--- src/rtl/cfg_write_arbiter_if.sv ---
// cfg_write_arbiter_if: host and auto single-byte write ports with ready and drop-error pulses
interface cfg_write_arbiter_if;
  logic       host_valid;
  logic [6:0] host_addr;
  logic [7:0] host_data;
  logic       host_ready;
  logic       host_err;
  logic       auto_valid;
  logic [6:0] auto_addr;
  logic [7:0] auto_data;
  logic       auto_ready;
  logic       auto_err;
  modport slave (
    input  host_valid, host_addr, host_data, auto_valid, auto_addr, auto_data,
    output host_ready, host_err, auto_ready, auto_err
  );
  modport master (
    output host_valid, host_addr, host_data, auto_valid, auto_addr, auto_data,
    input  host_ready, host_err, auto_ready, auto_err
  );
endinterface

--- src/rtl/cfg_write_arbiter.sv ---
// cfg_write_arbiter: host-priority config write arbiter with auto-port starvation guard; CFG_LOCK_EN adds a host-only auto-write lock at 0x05
module cfg_write_arbiter #(
  parameter int unsigned STARVE_LIMIT = 4
) (
  input  logic                clk,
  input  logic                rst_n,
  cfg_write_arbiter_if.slave  bus,
  output logic [7:0]          en_reg_out_7_0,
  output logic [7:0]          en_reg_out_15_8,
  output logic [7:0]          en_reg_pwm_7_0,
  output logic [7:0]          en_reg_pwm_15_8,
  output logic [7:0]          pwm_duty_cycle,
  output logic [7:0]          conflict_cnt
);
  typedef enum logic {HOST_PRI, AUTO_PRI} state_e;
  localparam logic [3:0] LIMIT = 4'(STARVE_LIMIT);
  state_e          state_q, state_d;
  logic [3:0]      wait_q, wait_d;
  logic [4:0][7:0] regs_q;
  logic [7:0]      conflict_q;
  logic            host_err_q, auto_err_q;
  logic            grant_host, grant_auto;
  logic            host_ok, auto_ok, lock_q;
  logic            wr_en;
  logic [2:0]      wr_addr;
  logic [7:0]      wr_data;
`ifdef CFG_LOCK_EN
  // Lock bit: only the host may set or clear it
  always_ff @(posedge clk or negedge rst_n)
    if (!rst_n) lock_q <= 1'b0;
    else if (grant_host && bus.host_addr == 7'd5) lock_q <= bus.host_data[0];
  assign host_ok = bus.host_addr <= 7'd5;
`else
  assign lock_q  = 1'b0;
  assign host_ok = bus.host_addr < 7'd5;
`endif
  assign auto_ok = bus.auto_addr < 7'd5 && !lock_q;
  // Grant selection, starvation counting and priority hand-over
  always_comb begin
    grant_auto = bus.auto_valid && (state_q == AUTO_PRI || !bus.host_valid);
    grant_host = bus.host_valid && !grant_auto;
    wait_d     = (bus.auto_valid && !grant_auto) ? wait_q + 4'd1 : 4'd0;
    state_d    = state_q;
    if (state_q == HOST_PRI) state_d = (wait_d == LIMIT) ? AUTO_PRI : HOST_PRI;
    else state_d = (grant_auto || !bus.auto_valid) ? HOST_PRI : AUTO_PRI;
    wr_en   = (grant_host && host_ok && bus.host_addr < 7'd5) || (grant_auto && auto_ok);
    wr_addr = grant_host ? bus.host_addr[2:0] : bus.auto_addr[2:0];
    wr_data = grant_host ? bus.host_data : bus.auto_data;
  end
  assign bus.host_ready = rst_n && grant_host;
  assign bus.auto_ready = rst_n && grant_auto;
  assign bus.host_err   = host_err_q;
  assign bus.auto_err   = auto_err_q;
  // Arbiter state and starvation counter
  always_ff @(posedge clk or negedge rst_n)
    if (!rst_n) begin
      state_q <= HOST_PRI;
      wait_q  <= 4'd0;
    end else begin
      state_q <= state_d;
      wait_q  <= wait_d;
    end
  // Register file writes, drop-error pulses and saturating conflict counter
  always_ff @(posedge clk or negedge rst_n)
    if (!rst_n) begin
      regs_q     <= '0;
      host_err_q <= 1'b0;
      auto_err_q <= 1'b0;
      conflict_q <= 8'd0;
    end else begin
      if (wr_en) regs_q[wr_addr] <= wr_data;
      host_err_q <= grant_host && !host_ok;
      auto_err_q <= grant_auto && !auto_ok;
      if (bus.host_valid && bus.auto_valid && conflict_q != 8'hFF) conflict_q <= conflict_q + 8'd1;
    end
  assign en_reg_out_7_0  = regs_q[0];
  assign en_reg_out_15_8 = regs_q[1];
  assign en_reg_pwm_7_0  = regs_q[2];
  assign en_reg_pwm_15_8 = regs_q[3];
  assign pwm_duty_cycle  = regs_q[4];
  assign conflict_cnt    = conflict_q;
endmodule

--- src/flat_wrapper.sv ---
// flat-port wrapper written by rule: the top's interface ports become plain ports
module cfg_write_arbiter_flat 
#(
  parameter int unsigned STARVE_LIMIT = 4
)
  (clk, rst_n, en_reg_out_7_0, en_reg_out_15_8, en_reg_pwm_7_0, en_reg_pwm_15_8, pwm_duty_cycle, conflict_cnt, bus_host_valid, bus_host_addr, bus_host_data, bus_auto_valid, bus_auto_addr, bus_auto_data, bus_host_ready, bus_host_err, bus_auto_ready, bus_auto_err);
  cfg_write_arbiter_if bus_i ();
  input  logic clk;
  input  logic rst_n;
  output logic [7:0] en_reg_out_7_0;
  output logic [7:0] en_reg_out_15_8;
  output logic [7:0] en_reg_pwm_7_0;
  output logic [7:0] en_reg_pwm_15_8;
  output logic [7:0] pwm_duty_cycle;
  output logic [7:0] conflict_cnt;
  input wire logic [$bits(bus_i.host_valid)-1:0] bus_host_valid;
  input wire logic [$bits(bus_i.host_addr)-1:0] bus_host_addr;
  input wire logic [$bits(bus_i.host_data)-1:0] bus_host_data;
  input wire logic [$bits(bus_i.auto_valid)-1:0] bus_auto_valid;
  input wire logic [$bits(bus_i.auto_addr)-1:0] bus_auto_addr;
  input wire logic [$bits(bus_i.auto_data)-1:0] bus_auto_data;
  output wire logic [$bits(bus_i.host_ready)-1:0] bus_host_ready;
  output wire logic [$bits(bus_i.host_err)-1:0] bus_host_err;
  output wire logic [$bits(bus_i.auto_ready)-1:0] bus_auto_ready;
  output wire logic [$bits(bus_i.auto_err)-1:0] bus_auto_err;
  assign bus_i.host_valid = bus_host_valid;
  assign bus_i.host_addr = bus_host_addr;
  assign bus_i.host_data = bus_host_data;
  assign bus_i.auto_valid = bus_auto_valid;
  assign bus_i.auto_addr = bus_auto_addr;
  assign bus_i.auto_data = bus_auto_data;
  assign bus_host_ready = bus_i.host_ready;
  assign bus_host_err = bus_i.host_err;
  assign bus_auto_ready = bus_i.auto_ready;
  assign bus_auto_err = bus_i.auto_err;
  cfg_write_arbiter #(.STARVE_LIMIT(STARVE_LIMIT)) u_core (.clk(clk), .rst_n(rst_n), .bus(bus_i), .en_reg_out_7_0(en_reg_out_7_0), .en_reg_out_15_8(en_reg_out_15_8), .en_reg_pwm_7_0(en_reg_pwm_7_0), .en_reg_pwm_15_8(en_reg_pwm_15_8), .pwm_duty_cycle(pwm_duty_cycle), .conflict_cnt(conflict_cnt));
endmodule
--- config.mk ---
export PLATFORM = sky130hd
export DESIGN_NAME = cfg_write_arbiter_flat
export DESIGN_NICKNAME = d
export VERILOG_FILES = /design/src/rtl/cfg_write_arbiter_if.sv /design/src/rtl/cfg_write_arbiter.sv /design/src/flat_wrapper.sv
export SDC_FILE = /design/constraint.sdc
export NUM_CORES = 1
export LEC_CHECK = 0
export CAP_MARGIN = 5
export CORE_AREA = 2 2 78 80
export DETAILED_ROUTE_END_ITERATION = 6
export DIE_AREA = 0 0 80 82
export PLACE_DENSITY = 0.84
export SETUP_SLACK_MARGIN = 0.2
export SKIP_LAST_GASP = 1
export SLEW_MARGIN = 15
export SYNTH_ARGS = -nofsm -noshare
export SYNTH_HDL_FRONTEND = slang
export SYNTH_SLANG_ARGS = --single-unit
--- constraint.sdc ---
create_clock -name clk -period 2.7 [get_ports clk]
set_input_delay 0.54 -clock clk [delete_from_list [all_inputs] [get_ports clk]]
set_output_delay 0.54 -clock clk [all_outputs]
set_load 0.05 [all_outputs]
=== Word level (Yosys, flattened, before mapping) ===
Index checks and enable logic that the tools add are counted.

* Output and inout bits: 52
* Register bits after elaboration: 55
* Bits of input ports: 34
* Word-level logic and storage cells: 48

* Eq/ne operators: 2
* Muxes and demuxes: 9
* Add/subtract/negate cells: 2
* $lt $le $gt $ge: 4
* Reductions and logical operators: 21

{| class="wikitable"
|+ Operator list
! operator !! count
|-
| $bwmux 40 || 1
|-
| $demux 8 s3 || 1
|-
| $mux 8 || 2
|-
| $lt 7x3->1 const B || 2
|-
| $logic_and 1x1->1 || 13
|-
| $add 8x1->8 const B || 1
|-
| $ne 8x8->1 const B || 1
|-
| $logic_not 1->1 || 5
|-
| $add 4x1->4 const B || 1
|-
| $eq 4x3->1 const B || 1
|-
| $lt 3x4->1 const B || 1
|-
| $mux 4 || 1
|-
| $ge 3x1->1 const B || 1
|-
| $logic_or 1x1->1 || 3
|-
| $mux 1 || 3
|-
| $mux 3 || 1
|}

=== Depth between registers and ports, before layout ===
* Word-level depth: 11
* Mapped depth: 4
* Gate-level depth less buffers: 4

=== Least setup slack after synthesis ===
No wires, ideal clock.

* Path type: in2reg
* Start: input bus_host_addr[4]
* End: register u_core.regs_q (netlist bit u_core.pwm_duty_cycle[0])
* Setup time: 125 ps
* Data required time: 2,575 ps
* Buffers on the path: 0
* Arrival: 2,086 ps
* Setup slack: 489 ps
* Stages: 4
* Path through: nor4_1 > nand3_2 > a221oi_4 > mux2_2

* Longest elaborated chain between the ends: 4

{| class="wikitable"
|+ RTL lines
! what !! RTL line !! text
|-
| from (decl) || flat_wrapper.sv:17 || <nowiki>input wire logic [$bits(bus_i.host_addr)-1:0] bus_host_addr;</nowiki>
|-
| $lt 7x3->1 * || cfg_write_arbiter.sv:35, cfg_write_arbiter.sv:46 ||
|-
| $logic_and 1x1->1 || cfg_write_arbiter.sv:46 || <nowiki>wr_en = (grant_host && host_ok && bus.host_addr < 7'd5) || (grant_auto && auto_ok);</nowiki>
|-
| $logic_and 1x1->1 * || cfg_write_arbiter.sv:46 ||
|-
| $logic_or 1x1->1 * || cfg_write_arbiter.sv:46 ||
|-
| to (signal, indexed assignment) || cfg_write_arbiter.sv:71 || <nowiki>if (wr_en) regs_q[wr_addr] <= wr_data;</nowiki>
|-
| to (decl) || cfg_write_arbiter.sv:19 || <nowiki>logic [4:0][7:0] regs_q;</nowiki>
|}

Mark *: on every way between the ends. The rest lies on a longest branch, timed or not.
A chain may end at the register's enable or synchronous reset.

=== Worst setup path after layout ===
* Start: input bus_host_valid
* End: output bus_host_ready

* Longest elaborated chain between the ends: 6

{| class="wikitable"
|+ RTL lines
! what !! RTL line !! text
|-
| from (decl) || flat_wrapper.sv:16 || <nowiki>input wire logic [$bits(bus_i.host_valid)-1:0] bus_host_valid;</nowiki>
|-
| $logic_not 1->1 || cfg_write_arbiter.sv:40 || <nowiki>grant_auto = bus.auto_valid && (state_q == AUTO_PRI || !bus.host_valid);</nowiki>
|-
| $logic_or 1x1->1 || cfg_write_arbiter.sv:40 ||
|-
| $logic_and 1x1->1 || cfg_write_arbiter.sv:40 ||
|-
| $logic_not 1->1 || cfg_write_arbiter.sv:41 || <nowiki>grant_host = bus.host_valid && !grant_auto;</nowiki>
|-
| $logic_and 1x1->1 * || cfg_write_arbiter.sv:41 ||
|-
| $logic_and 1x1->1 * || cfg_write_arbiter.sv:50 || <nowiki>assign bus.host_ready = rst_n && grant_host;</nowiki>
|-
| to (decl) || flat_wrapper.sv:22 || <nowiki>output wire logic [$bits(bus_i.host_ready)-1:0] bus_host_ready;</nowiki>
|}

Marked as above.

==> results.md <==
* Most common cell after layout, fill and taps aside: sky130_fd_sc_hd__clkdlybuf4s50_1
* Clock skew at between 8 and 9 ps
* Number of routed nets with antenna violations at 0
* Max-Cap Viols at 0
* Sum of buffers and inverters on the critical path at 3
* Worst IR Drop VDD at 0.333 mV
* Global route total overflow at 0
* Met3 wire length at around 320 um
* Standby leakage power at 1.62 nW
* TritonCTS sink count at 55
* Initial DRC Count at 111
* Final wirelength at 5.75 mm
* Final core utilization at between 60% and 70%
* IO Count at 86
* Total Routing Usage GR at 18.8%
* Total routed wire length on the met1 layer at 2.57 mm
* First-pass DRT Iterations at 4
* Max Transition Viols Final at 0
* Maximum number of buffers from clock root to sink at 2
* Post-route clock period utilization at approximately nine tenths
* Nature of the critical path endpoint: output pin
* Critical path data required time at 2160 ps
* Detailed-route DRC error count at 0
* Mean number of vias per cell at 4.97
* Area grow syn2layout at 48.2%
* Fraction of layout cells with a size suffix above 1 at 31.1%
* Worst-skew pair later-pin latency at 310 ps
* First-pass GRT wire length at 9.40 mm
* Highest-count cells in the layout ignoring fill and taps: sky130_fd_sc_hd__clkdlybuf4s50_1, sky130_fd_sc_hd__dfrtp_1, sky130_fd_sc_hd__mux2_2, sky130_fd_sc_hd__buf_4, sky130_fd_sc_hd__nand2_1
* Routed vias at 1766
* Largest net degree at the start of global routing at 44
* Cell area after technology mapping at 0.00247 sq mm
* Max Freq at between 400 and 500 MHz
* Tightest slew margin relative to the limit at about 65%
* Slew at the pin closest to its max-slew limit at ~510 ps
* Outcome: complete, no violations
* Half-perimeter wire length of the detailed placement result at 4.46 mm
* Cell Chain, Critical Path: clkdlybuf4s50_1 > a21boi_4 > buf_6 > and2_1 > buf_12
* Antenna violations before repair at 0
* Kind of start point of the critical path: primary input
* Worst-path fanout max at 7
* Final estimated routing congestion in global placement at 0.829
* Post-Syn Instances at 171
* Overall die width at 80 um
* Placeable core region at 0.00575 sq mm
* Netlist cell types at 32
* Post-Place Worst Slack at -73.3 ps
* Die ar. at 0.00656 sq mm
* Total Nets Final at 315
* Synth Net Count at 207
* TritonCTS clock tree: built
* Fin. Hold Viols at 0
* Placed instance area at 0.00356 sq mm
* Least setup slack across all paths after layout at 219 ps
* Arrival time reported for the critical path endpoint at 1940 ps
* Warnings, synthesis at 0
* Root buffer selected by CTS: sky130_fd_sc_hd__clkbuf_8
* Number of endpoints failing setup at the final stage at 0
* Per-cell routed wire length at 16.2 um
* Number of global-route vias before repair at 1833
* P per Cell Area at 634 mW/mm^2
* Fin Setup TNS at 0 ps
* Number of buffers added by the clock tree synthesis step at 5
* Avg Cell Area, Syn at roughly 14 sq um
* Count of port buffers added during placement at 85
* Vertical die dimension at 82 um
* Synthesis-stage register bit count at 55
* Gate family responsible for the most delay along the worst path: buffers and inverters
* Clock-pin transition on the worst setup and hold timing paths at 110 ps
* Final critical-path required period at approximately 2500 ps
* Delay of the slowest cell on the worst path at about 530 ps
* Met2 layer wire length in the routed design at approximately 2.8 mm
* Summed area of non-filler cells in the final layout at 0.00366 sq mm
* Antenna cells at 0
* Number of standard-cell rows in the floorplan at 28
* Worst min-delay path category: in2async
* Category of the critical setup timing path: in2out
* Highest metal layer with signal wires: met4
* H-Tree Level Count at 2
* Sequential area share after synthesis at 55.7%
* Effective utilization at floorplan at 43.0%
* Slowest cell on the critical path: sky130_fd_sc_hd__clkdlybuf4s50_1
* Filler cell count in the final layout at 444
* Unrepaired setup endpoints after global routing: yes
==> state kept, by name, indices dropped and copies added, names as in the netlist <==
signal / count
u_core.wait_q: 4
u_core.pwm_duty_cycle: 8
u_core.en_reg_pwm_15_8: 8
u_core.bus.host_err: 1
u_core.conflict_cnt: 8
u_core.state_q: 1
u_core.en_reg_out_7_0: 8
u_core.en_reg_out_15_8: 8
u_core.bus.auto_err: 1
u_core.en_reg_pwm_7_0: 8
==> per-stage QoR <==
| stage | hold WS (ps) | power (mW) | cells |
|---|---|---|---|
| after floorplan | 244 | 1.53 | 171 |
| after global placement | 462 | 1.86 | 347 |
| after detailed placement | 464 | 1.87 | 347 |
| after CTS | 124 | 2.34 | 355 |
| after global routing | 132 | 2.44 | 355 |
| final | 119 | 2.32 | 355 |
==> cell type report <==
class	count	area [sq um]	share of cell area, %
clock inverters	3	27.5	0.751
well taps	75	93.8	2.56
multi-input cells	111	1080	29.6
clock buffers	5	68.8	1.88
inverters	4	15.0	0.410
flip-flops and latches	55	1380	37.6
repair buffers	102	997	27.2
==> where the power goes <==
part / switching [mW] / internal [mW]
combinational: 0.518 / 0.316
clock: 0.281 / 0.191
sequential: 0.0948 / 0.924
==> worst register-to-register path, delay by kind of cell, from the launching register on <==
family / cells / cell delay [ps]
buffers and inverters: 2 / 390
flip-flops: 1 / 490
AO/OA/AOI/OAI: 2 / 430
multiplexers: 1 / 340
AND/OR/NAND/NOR: 1 / 400
==> metal layers <==
metal | up-vias | GRT usage [%]
met5 | - | 0
met4 | 0 | 3.56
met3 | 4 | 4.95
met2 | 58 | 30.8
met1 | 872 | 25.4
li1 | 832 | -
==> cells in the mapped netlist <==
master | n | share of area [%]
sky130_fd_sc_hd__a211oi_4 | 4 | 3.2
sky130_fd_sc_hd__a21boi_0 | 1 | 0.30
sky130_fd_sc_hd__a21boi_4 | 1 | 0.76
sky130_fd_sc_hd__a21oi_1 | 1 | 0.20
sky130_fd_sc_hd__a221oi_4 | 1 | 1.1
sky130_fd_sc_hd__a311oi_1 | 1 | 0.35
sky130_fd_sc_hd__a41o_1 | 1 | 0.40
sky130_fd_sc_hd__a41oi_1 | 1 | 0.35
sky130_fd_sc_hd__and2_1 | 1 | 0.25
sky130_fd_sc_hd__and4_1 | 2 | 0.71
sky130_fd_sc_hd__clkbuf_1 | 1 | 0.15
sky130_fd_sc_hd__dfrtp_1 | 55 | 56
sky130_fd_sc_hd__ha_1 | 2 | 1.0
sky130_fd_sc_hd__inv_1 | 4 | 0.61
sky130_fd_sc_hd__mux2_2 | 49 | 22
sky130_fd_sc_hd__mux2i_1 | 3 | 1.2
sky130_fd_sc_hd__nand2_1 | 8 | 1.2
sky130_fd_sc_hd__nand3_1 | 3 | 0.61
sky130_fd_sc_hd__nand3_2 | 1 | 0.40
sky130_fd_sc_hd__nand3b_1 | 1 | 0.30
sky130_fd_sc_hd__nand4_1 | 2 | 0.51
sky130_fd_sc_hd__nor2_1 | 7 | 1.1
sky130_fd_sc_hd__nor2b_1 | 2 | 0.51
sky130_fd_sc_hd__nor3_1 | 1 | 0.20
sky130_fd_sc_hd__nor4_1 | 1 | 0.25
sky130_fd_sc_hd__nor4_2 | 1 | 0.51
sky130_fd_sc_hd__o2111ai_4 | 1 | 1.1
sky130_fd_sc_hd__o21ai_0 | 3 | 0.61
sky130_fd_sc_hd__or2_2 | 1 | 0.25
sky130_fd_sc_hd__or3b_1 | 1 | 0.35
sky130_fd_sc_hd__xnor2_1 | 6 | 2.1
sky130_fd_sc_hd__xor2_1 | 4 | 1.4
==> cells by family (layout without fill, tap and decap cells) <==
| kind of cell | count (synthesis) | in the layout | synth area share (%) |
|---|---|---|---|
| AOI/OAI and AO/OA | 15 | 15 | 8.35 |
| buffers and inverters | 5 | 114 | 0.759 |
| DFF | 55 | 55 | 55.7 |
| and+or+nand+nor | 32 | 32 | 7.14 |
| muxes | 52 | 52 | 23.5 |
| adders and majority gates | 2 | 2 | 1.01 |
| xor gates and xnor gates | 10 | 10 | 3.54 |
==> worst paths after layout <==
kind	end	start	slack [ps]	cells past startpoint
min	u_core.en_reg_pwm_15_8[4]	rst_n	120	1
max	bus_host_ready	bus_host_valid	220	5
min in group clk	u_core.wait_q[0]	u_core.wait_q[0]	490	1
max in group asynchronous	u_core.en_reg_out_7_0[7]	rst_n	1750	2
max reg2reg	u_core.pwm_duty_cycle[3]	u_core.state_q	550	6
min reg2reg	u_core.wait_q[0]	u_core.wait_q[0]	490	1
==> timing repair <==
action | in CTS | in global routing
hold buffers | 0 | 0
endpoints found under the setup margin | 0 | 12
resized for setup | 0 | 2
buffers inserted | 0 | 0
Power figures use the tool's default switching activity.
